File: src/rtl/player_position.sv
// Purpose : horizontal position counter, position/motion registers and shadow latch for one player sprite.
// Latency : strobe, data, width and direction update one clk after the pixel_tick that matches pos.
// Backpr. : none; the block accepts every line_start, pixel_tick and register write on the clk it arrives.
//
// Ports:
//   clk, reset_n      - system clock, asynchronous active-low reset
//   line_start        - start of visible line, clears the pixel counter
//   pixel_tick        - one enable per colour clock, advances the pixel counter
//   reg_write/addr/data - CPU register write (GRP, REFP, NUSIZ, VDEL, HMP, RESP, HMOVE, HMCLR)
//   grp_other_write   - other player's GRP written; copies grp_new into grp_old
//   strobe            - one-clk start pulse to the serializer
//   data/width/direction - pattern, stretch code and bit order latched at each strobe
module player_position (
  input  logic       clk,
  input  logic       reset_n,
  input  logic       line_start,
  input  logic       pixel_tick,
  input  logic       reg_write,
  input  logic [2:0] reg_addr,
  input  logic [7:0] reg_data,
  input  logic       grp_other_write,
  output logic       strobe,
  output logic [7:0] data,
  output logic [1:0] width,
  output logic       direction
);

  localparam logic [2:0] A_GRP   = 3'd0;
  localparam logic [2:0] A_REFP  = 3'd1;
  localparam logic [2:0] A_NUSIZ = 3'd2;
  localparam logic [2:0] A_VDEL  = 3'd3;
  localparam logic [2:0] A_HMP   = 3'd4;
  localparam logic [2:0] A_RESP  = 3'd5;
  localparam logic [2:0] A_HMOVE = 3'd6;
  localparam logic [2:0] A_HMCLR = 3'd7;

  localparam logic [7:0] LAST_PIXEL = 8'd159;

  logic [7:0] counter;
  logic [7:0] pos;
  logic [3:0] hm;
  logic [7:0] grp_new;
  logic [7:0] grp_old;
  logic       reflect;
  logic [1:0] size;
  logic       vdel;
  // Set at the start of every counter pass, cleared when the strobe fires, so a
  // pos moved ahead of the counter by HMOVE cannot produce a second strobe in the same pass.
  logic       armed;

  logic              counter_wrap;
  logic              fire;
  logic signed [8:0] hmove_sum;
  logic signed [8:0] hmove_adj;
  logic [7:0]        pos_moved;

  assign counter_wrap = pixel_tick && (counter == LAST_PIXEL);
  assign fire         = pixel_tick && (counter == pos) && armed;

  // pos - hm in 9-bit signed, folded back into 0..159
  always_comb begin
    hmove_sum = $signed({1'b0, pos}) - $signed({{5{hm[3]}}, hm});
    hmove_adj = hmove_sum;
    if (hmove_sum < 9'sd0) begin
      hmove_adj = hmove_sum + 9'sd160;
    end else if (hmove_sum >= 9'sd160) begin
      hmove_adj = hmove_sum - 9'sd160;
    end
    pos_moved = hmove_adj[7:0];
  end

  // Pixel counter: line_start wins over pixel_tick
  always_ff @(posedge clk or negedge reset_n) begin
    if (!reset_n) begin
      counter <= 8'd0;
    end else if (line_start) begin
      counter <= 8'd0;
    end else if (pixel_tick) begin
      counter <= counter_wrap ? 8'd0 : counter + 8'd1;
    end
  end

  // CPU-visible registers; grp_old copy reads pre-edge grp_new so a GRP write
  // in the same clk lands only in grp_new
  always_ff @(posedge clk or negedge reset_n) begin
    if (!reset_n) begin
      pos     <= 8'd0;
      hm      <= 4'd0;
      grp_new <= 8'd0;
      grp_old <= 8'd0;
      reflect <= 1'b0;
      size    <= 2'd0;
      vdel    <= 1'b0;
    end else begin
      if (grp_other_write) begin
        grp_old <= grp_new;
      end
      if (reg_write) begin
        case (reg_addr)
          A_GRP:   grp_new <= reg_data;
          A_REFP:  reflect <= reg_data[3];
          A_NUSIZ: size    <= reg_data[1:0];
          A_VDEL:  vdel    <= reg_data[0];
          A_HMP:   hm      <= reg_data[7:4];
          A_RESP:  pos     <= counter;
          A_HMOVE: pos     <= pos_moved;
          A_HMCLR: hm      <= 4'd0;
          default: ;
        endcase
      end
    end
  end

  always_ff @(posedge clk or negedge reset_n) begin
    if (!reset_n) begin
      armed <= 1'b1;
    end else if (line_start || counter_wrap) begin
      armed <= 1'b1;
    end else if (fire) begin
      armed <= 1'b0;
    end
  end

  // Strobe and shadow latch use pre-edge register values, so a register write
  // in the strobe clk only shows up at the following strobe
  always_ff @(posedge clk or negedge reset_n) begin
    if (!reset_n) begin
      strobe    <= 1'b0;
      data      <= 8'd0;
      width     <= 2'd0;
      direction <= 1'b0;
    end else begin
      strobe <= fire;
      if (fire) begin
        data      <= vdel ? grp_old : grp_new;
        width     <= size;
        direction <= reflect;
      end
    end
  end

endmodule

File: config.mk
export PLATFORM = sky130hd
export DESIGN_NAME = player_position
export DESIGN_NICKNAME = d
export VERILOG_FILES = /design/src/rtl/player_position.sv
export SDC_FILE = /design/constraint.sdc
export NUM_CORES = 1
export LEC_CHECK = 0
export CAP_MARGIN = 0
export CORE_ASPECT_RATIO = 0.6
export CORE_MARGIN = 4
export CORE_UTILIZATION = 50
export CTS_CLUSTER_SIZE = 16
export DETAILED_ROUTE_END_ITERATION = 10
export GPL_TIMING_DRIVEN = 1
export PLACE_DENSITY = 0.71
export SYNTH_ARGS = -nofsm -noshare
export SYNTH_HDL_FRONTEND = slang
export SYNTH_SLANG_ARGS = --single-unit
export TNS_END_PERCENT = 30
File: constraint.sdc
create_clock -name clk -period 3.16 [get_ports clk]
set_input_delay 0.474 -clock clk [delete_from_list [all_inputs] [get_ports clk]]
set_output_delay 0.474 -clock clk [all_outputs]
set_load 0.1 [all_outputs]
---- Word level (Yosys, flattened, before mapping) ----
Index checks and enable logic that the tools add are counted.
Widths: inputs -> output; s select.
storage, ports and cells
  output and inout bits ................... 12
  bits of input ports ..................... 17
  register bits ........................... 53
  logic and storage cells ................. 53
operators by class
  order comparisons ....................... 2
  muxes and demuxes ....................... 10
  add/sub/neg operators ................... 4
  reductions and logical operators ........ 15
  eq/ne operators ......................... 9
operators with widths
  cell                 count
  $mux 8               6
  $pmux 8 s2           1
  $eq 3x3->1 const B   4
  $reduce_and 2->1     6
  $ge 9x9->1 const B   1
  $lt 9x1->1 const B   1
  $sub 9x4->9          1
  $add 8x1->8 const B  1
  $add 8x8->8 const B  1
  $eq 8x8->1           1
  $eq 8x8->1 const B   1
  $pmux 4 s2           1
  $reduce_bool 2->1    4
  $sub 8x8->8 const B  1
  $eq 3x2->1 const B   2
  $eq 3x1->1 const B   1
  $logic_and 1x1->1    3
  $logic_not 3->1      1
  $mux 1               2
  $logic_or 1x1->1     1

---- Longest topological paths before layout ----
Gate-level depths: netlist of run 1.
  word-level depth ........................ 5
  depth in mapped cells ................... 12
  mapped depth without buffers ............ 12

---- Worst setup path before layout of run 1 ----
No wires, ideal clock.
  path type ............................... reg-to-reg
  start point ............................. register hm[3]
  end point ............................... register pos[6]
  data arrival time ....................... 2.483 ns
  stages on the path, launching flop included .. 12
  setup time .............................. 0.128 ns
  path buffers ............................ 0
  setup slack ............................. 0.549 ns
  data required time ...................... 3.032 ns
  period minus slack after synthesis ...... 2.611 ns
  path through ............................ dfrtp_1 > inv_1 > ha_1 > o21a_1 > o31a_4 > o31a_1 > nor3_4 > inv_1 > ha_1 > o211a_1 > a211oi_1 > o31ai_1
between the ends
  cells in the longest elaborated chain, start to end .. 5
  elaborated cells between the ends (all ways) .. 8
  classes of those cells .................. 3 x add/sub; 2 x order compare; 3 x mux
RTL lines
  element                                           line    source
  from (decl)                                       41      logic [3:0] hm;
  from (signal assigned)                            104     A_HMP: hm <= reg_data[7:4];
  $sub 9x4->9 *                                     62      hmove_sum = $signed({1'b0, pos}) - $signed({{5{hm[3]}}, hm});
  $sub 8x8->8 / $ge 9x9->1 (equally long branches)  67, 66
  $mux 8                                            66      end else if (hmove_sum >= 9'sd160) begin
  $mux 8 *                                          64      if (hmove_sum < 9'sd0) begin
  $pmux 8 s2 *                                      99      case (reg_addr)
  to (signal assigned)                              105     A_RESP: pos <= counter;
  to (signal assigned)                              106     A_HMOVE: pos <= pos_moved;
  to (decl)                                         40      logic [7:0] pos;
Every way passes the cells marked *; elsewhere a longest branch is shown, timed or not.
A chain may end at the register's enable or synchronous reset.

---- Final worst setup path of run 1 ----
Ends and elaborated chain as after synthesis.

==> flow_summary.json, run 1 <==
{
  "status": "complete, no violations",
  "post_cts_resized": 0,
  "async_flop_share_pct": 100,
  "r2r-start": "hm[3]$_DFFE_PN0P_",
  "grt_usage_pct": 17.7,
  "grt-ovfl-total": 0,
  "post_cts_buffers": 0,
  "diodes": 0,
  "drtIter0Drc": 78,
  "synth_xor_area_share_pct": 4.71,
  "finClkSkew_ns": 0.0119,
  "core_mm2": 0.00565,
  "yosysTopAreaCell": "dfrtp_1",
  "powerDensity_mw_per_mm2": 845,
  "fin_crit_sh_pct": 91.0,
  "synth_top_family_by_area": "compound AO/OA/AOI/OAI gates",
  "min_path_type": "in2async",
  "timing.rr.end": "pos[6]$_DFFE_PN0P_",
  "ioPinCount": 29,
  "yosysSeqAreaShare_pct": 45.0,
  "end_kind": "register",
  "final_common_cell": "dfrtp_1",
  "ant_nets": 0,
  "cts_root_buffer": "clkbuf_8",
  "critical_path.endpoint": "pos[6]$_DFFE_PN0P_",
  "final_cell_mix": "dfrtp_1, nand2_1, o21ai_0, nor2_1, mux2_2",
  "row_count": 21,
  "startpoint_type": "register",
  "finalWorstPathRequiredPeriod_ns": 2.88,
  "ys_warn_count": 0,
  "ir_drop_uv": 459,
  "dr.pass1.iters": 4,
  "hold_viol": 0,
  "slowest_stage": "dfrtp_1",
  "maxCapViolations": 0,
  "syn_to_final_growth_pct": 14.2,
  "path_clk_slew_ns": 0.10,
  "cp-startpoint": "hm[3]$_DFFE_PN0P_",
  "cp_cell_sequence": "inv_1 > ha_1 > o21a_1 > o31a_4 > o31a_1 > nor3_4 > inv_1 > ha_1 > o211a_1 > a211oi_1 > o31ai_1",
  "fp.dieH_um": 67.5,
  "grt_pass1_vias": 1953,
  "num_vias": 2205,
  "dieWidth_um": 107,
  "cts_sinks": 53,
  "layout-drive-gt1-share_pct": 16.0,
  "synth_top_area_share_pct": 44.1,
  "yosysUniqueCellTypes": 47,
  "route.detailed.drc": 0,
  "leakage_nw": 1.50,
  "avgViaCountPerCell": 5.44,
  "detail_route.wirelength_um": 6100,
  "initial_core_util_pct": 52.2,
  "synth-edff-count": 0,
  "syn_nets": 326,
  "dp_slack_ns": 0.268,
  "synthFlopType": "dfrtp_1",
  "die_area_mm2": 0.00724,
  "fin_nets": 353,
  "avgSynthCellArea_um2": 9.94,
  "grt_max_degree": 31,
  "cp_slowest_stage_delay_ns": 0.43,
  "required_ns": 3.35,
  "cp_max_fo": 6,
  "synth-adder-area-share_pct": 5.34,
  "slew_headroom_pct": 35.7,
  "synth_cells": 297,
  "yosys-top-cells-area": "dfrtp_1, mux2_2, nand2_1, ha_1, o21ai_0",
  "synth_compound_area_share_pct": 15.9,
  "fin_ws_ns": 0.284,
  "htree_levels": 2,
  "dpl.hpwl_um": 4680,
  "clk_latency_ns": 0.31,
  "cts_inserted_buffers": 5,
  "crit_type": "reg2reg",
  "gp_routability_congestion": 0.851,
  "slew_viol_final": 0,
  "antenna_found_initial": 0,
  "max_freq_mhz": 348,
  "grt_pass1_wl_um": 9870,
  "synth_seq_cells": 53,
  "tightest_slew_ns": 0.962,
  "synthesis.area_mm2": 0.00295,
  "synthMuxAreaShare_pct": 10.7,
  "port_buffers": 28,
  "rsz0062_at_grt": "false",
  "cts_max_path_buffers": 2,
  "yosys.area_share.simple_pct": 15.6,
  "finalSetupViolations": 0,
  "cts_tree": "built",
  "critical_path_arrival_ns": 3.07,
  "setup_tns_ns": 0,
  "worstRegToRegCells": 11,
  "rrSetupSlack_ns": 0.28,
  "cts_hold_buf": 0,
  "wl_per_cell_um": 15.1
}
==> cells by family after synthesis <==
kind of cell,after synthesis
AO/OA/AOI/OAI,70
XOR/XNOR,15
adder cells (fa/ha/maj),12
buffers and inverters,22
flip-flops,53
multiplexers,29
AND/OR/NAND/NOR,96
==> power breakdown <==
group / switching (W) / leakage [nW] / internal (W) / total, W
combinational: 0.000950 / 0.779 / 0.000540 / 0.00149
clock: 0.000227 / 0.0512 / 0.000178 / 0.000405
sequential: 0.000124 / 0.669 / 0.000830 / 0.000954
total: 0.00130 / 1.50 / 0.00155 / 0.00285
==> layer usage <==
| metal | vias to the layer above | share of wire (%) | global-route usage (%) |
|---|---|---|---|
| met5 | - | 0 | 0 |
| met4 | 0 | 0.62 | 3.67 |
| met3 | 2 | 5.5 | 5.06 |
| met2 | 45 | 40 | 23.8 |
| met1 | 1051 | 54 | 27.8 |
| li1 | 1107 | - | - |
==> flip-flops by register name, indices dropped and copies added (netlist names) <==
register and count:
reflect 1, counter 8, pos 8, grp_new 8, size 2, armed 1
width 2, vdel 1, data 8, grp_old 8, hm 4, direction 1
strobe 1
==> cells in the mapped netlist (all sizes together) (3+ instances only) <==
library cell,number
mux2,20
xnor2,10
nor3,6
dfrtp,52
a211oi,4
ha,11
nor2,22
a21oi,13
o21ai,23
o21a,6
nand2b,3
clkbuf,9
xor2,5
mux2i,9
o31a,3
nand2,41
nor2b,6
a31oi,5
inv,12
nand3,7
a22oi,4
==> worst min path at each step <==
stage                         startpoint                endpoint  slack, ns  depth (start not counted)
floorplan                        reset_n  counter[0]$_DFFE_PN0P_       0.18                          0
global placement    width[0]$_DFFE_PN0P_    width[0]$_DFFE_PN0P_       0.45                          2
detailed placement  width[1]$_DFFE_PN0P_    width[1]$_DFFE_PN0P_       0.46                          2
CTS                              reset_n  counter[6]$_DFFE_PN0P_       0.14                          1
global route                     reset_n  counter[6]$_DFFE_PN0P_       0.16                          1
finish                           reset_n  counter[6]$_DFFE_PN0P_       0.13                          1
==> worst max-delay path, delay by kind of cell (launching register included) <==
family                     cells  cell delay, ns
buffers and inverters          2            0.25
adders and majority gates      2            0.63
AOI/OAI and AO/OA              6            1.20
and+or+nand+nor                1            0.25
DFF                            1            0.43
==> cell type report <==
| cell class | instances | area, um^2 |
|---|---|---|
| sequential | 53 | 1330 |
| timing repair buffer | 30 | 263 |
| clock buffer | 6 | 82.6 |
| inverter | 12 | 45.0 |
| tap | 80 | 100 |
| fill | 490 | 2280 |
| clock inverter | 2 | 13.8 |
| multi-input combinational | 222 | 1540 |
==> per-stage QoR <==
| stage | instances | power, W | instance area (um^2) | hold slack, ns | util (%) |
|---|---|---|---|---|---|
| 2_1_floorplan | 297 | 0.00215 | 2950 | 0.178 | - |
| 6_report | 405 | 0.00285 | 3370 | 0.126 | 59.7 |
| 5_1_grt | 405 | 0.00304 | 3370 | 0.156 | 59.7 |
| 3_3_place_gp | 397 | 0.00243 | 3280 | 0.453 | 58.0 |
| 3_5_place_dp | 397 | 0.00246 | 3280 | 0.458 | 58.0 |
| 4_1_cts | 405 | 0.00286 | 3370 | 0.145 | 59.7 |
Note: power is estimated with default switching activity, not from simulation.
==> run 2, diff against run 1 <==
Settings changed: ABC_AREA from default to 1, DONT_BUFFER_PORTS from default to 1, PLACE_DENSITY 0.71 to default.
==> run 2 against run 1 <==
Effect of this change: die area rose by 1.0%; clock-buffer cell count did not move; total power fell by 12%; sequential share of layout area rose by 2.5 points; combinational power fell by 50%; utilization fell by 3.8 points; synthesized cell count rose by 27%; critical path depth rose by 7; via count rose by 6.8%; critical path type unchanged; critical endpoint unchanged; largest power group is now registers; highest routed layer unchanged.
==> flow_summary.json, run 2 <==
{
  "status": "complete, no violations",
  "avgSynthCellArea_um2": 7.90,
  "yosysSeqAreaShare_pct": 44.5,
  "ioPinCount": 29,
  "fin_crit_sh_pct": 76.3,
  "holdWs_ns": 0.0125,
  "powerDensity_mw_per_mm2": 788,
  "port_buffers": 0,
  "clk_latency_ns": 0.31,
  "required_ns": 3.37,
  "cts_sinks": 53,
  "finalPower_w": 0.00250,
  "grt_util_met3_pct": 4.90,
  "synth_cells": 378,
  "die_area_mm2": 0.00731,
  "min_path_type": "in2async",
  "yosys-top-cells-area": "dfrtp_1, nand2_1, inv_1, o21ai_0, ha_1",
  "fin_nets": 409,
  "synth_common_cells": "nand2_1, inv_1, dfrtp_1",
  "ant_nets": 0,
  "crit_cells": 18,
  "ir_drop_uv": 365,
  "placed_area_mm2": 0.00305,
  "max_freq_mhz": 415,
  "finalSetupViolations": 0,
  "cts_max_path_buffers": 2,
  "dr.pass1.iters": 4,
  "synthesis.area_mm2": 0.00299,
  "setup_tns_ns": 0,
  "final_cell_mix": "nand2_1, inv_1, dfrtp_1",
  "yosysUniqueCellTypes": 35,
  "drtIter0Drc": 152,
  "yosysTopAreaCell": "dfrtp_1",
  "avgViaCountPerCell": 5.11,
  "rsz0062_at_grt": "false",
  "finClkSkew_ns": 0.00708,
  "tightest_slew_ns": 0.915,
  "final_common_cell": "nand2_1",
  "num_vias": 2355,
  "path_clk_slew_ns": 0.10,
  "maxCapViolations": 0,
  "dieWidth_um": 108,
  "cp_top_family": "simple AND/OR/NAND/NOR gates",
  "cts_tree": "built",
  "synth_seq_cells": 53,
  "route.detailed.drc": 0,
  "critical_path_arrival_ns": 2.62,
  "initial_core_util_pct": 52.6,
  "grt_pass1_wl_um": 10800,
  "cp_cell_sequence": "inv_1 > ha_1 > fa_1 > inv_1 > nand2_1 > nand2_2 > nand3_1 > nand2_1 > nand2_1 > nand2_1 > ha_1 > inv_1 > nand2_1 > nand3_1 > nand3_1 > nand2_1 > nand2_1 > nand2_1",
  "stdcell_area_mm2": 0.00317,
  "grt_pass1_vias": 2103,
  "layout-drive-gt1-share_pct": 9.19,
  "wl_per_cell_um": 14.1,
  "slew_headroom_pct": 39.0,
  "crit_type": "reg2reg",
  "crit_buf_inv": 3,
  "cp_max_fo": 5,
  "async_flop_share_pct": 100,
  "finalWorstPathRequiredPeriod_ns": 2.41,
  "critPathMostFrequentCell": "nand2_1",
  "met2_usage_pct": 24.2,
  "synthFlopType": "dfrtp_1",
  "antenna_found_initial": 0,
  "end_kind": "register",
  "grt_usage_pct": 19.1,
  "slowest_stage": "fa_1",
  "syn_to_final_growth_pct": 6.24,
  "cp_slowest_stage_delay_ns": 0.39,
  "dpl.hpwl_um": 4900,
  "detail_route.wirelength_um": 6480,
  "grt_max_degree": 54,
  "grt.busiest_layer": "met1",
  "ys_warn_count": 0,
  "diodes": 0,
  "hold_viol": 0,
  "yosysMostFrequentCell": "nand2_1",
  "fp.dieH_um": 67.9,
  "leakage_nw": 1.59,
  "worstRegToRegCells": 18,
  "post_cts_resized": 0,
  "cts_root_buffer": "clkbuf_8",
  "syn_nets": 407,
  "synth_top_area_share_pct": 43.6,
  "startpoint_type": "register",
  "row_count": 21,
  "slew_viol_final": 0,
  "cts_inserted_buffers": 5,
  "htree_levels": 2,
  "gp_routability_congestion": 0.829,
  "grt_util_met1_pct": 31.4,
  "grt-ovfl-total": 0,
  "core_mm2": 0.00568,
  "synth-edff-count": 0
}
[run 2: worst register-to-register path: cells and delay by family (launching register included)]
family                   cells  cell delay, ns
AND/OR/NAND/NOR             12            0.94
adder cells (fa/ha/maj)      3            0.85
buffers and inverters        3            0.22
flip-flops                   1            0.33
[run 2: kinds of logic (layout without fill, tap and decap cells)]
logic type	count (synthesis)	in the layout	share of synthesized area, %
flip-flops	53	53	44.5
adder cells (fa/ha/maj)	12	12	5.28
multiplexers	5	5	1.89
buffers and inverters	63	66	8.59
XOR/XNOR	6	6	2.01
AND/OR/NAND/NOR	166	166	23.7
AO/OA/AOI/OAI	73	73	14.0
[run 2: cell type report]
type                            instances  area, um^2
Timing Repair Buffer                    1        27.5
Sequential cell                        53        1330
Multi-Input combinational cell        262        1400
Clock buffer                            6        82.6
Clock inverter                          2        13.8
Tap cell                               80         100
Fill cell                             545        2500
Inverter                               57         219
[run 2: worst paths after layout]
check	endpoint	from	slack, ns
setup / recovery	pos[6]$_DFFE_PN0P_	pos[0]$_DFFE_PN0P_	0.75
hold / removal	data[6]$_DFFE_PN0P_	reset_n	0.01
setup reg to reg	pos[6]$_DFFE_PN0P_	pos[0]$_DFFE_PN0P_	0.75
hold reg to reg	armed$_DFFE_PN1P_	armed$_DFFE_PN1P_	0.50
max in group asynchronous	armed$_DFFE_PN1P_	reset_n	2.88
min in group clk	grp_old[2]$_DFFE_PN0P_	grp_other_write	0.26
[run 2: per-stage QoR]
| step | util [%] | setup slack (ns) | std cells |
|---|---|---|---|
| 6_report | 55.9 | 0.750 | 461 |
| 3_5_place_dp | 53.7 | 0.792 | 452 |
| 3_3_place_gp | 53.7 | 0.855 | 452 |
| 5_1_grt | 55.9 | 0.545 | 461 |
| 4_1_cts | 55.9 | 0.780 | 461 |
| 2_1_floorplan | - | 1.00 | 378 |
[run 2: report_power, final]
| group | switching [W] | internal (W) |
|---|---|---|
| clock | 0.000230 | 0.000178 |
| combinational | 0.000457 | 0.000283 |
| sequential | 0.000547 | 0.000805 |
| total | 0.00123 | 0.00127 |
[run 2: routing by layer]
layer | part of all wire, % | wire (um)
met1 | 57 | 3700
met2 | 35 | 2290
met3 | 6.7 | 437
met4 | 0.77 | 50
met5 | 0 | 0
[run 2: timing repair]
item	CTS	global route
setup buffers	0	0
setup endpoints to repair	0	0
hold buffers	1	0
endpoints found under the hold margin	53	0
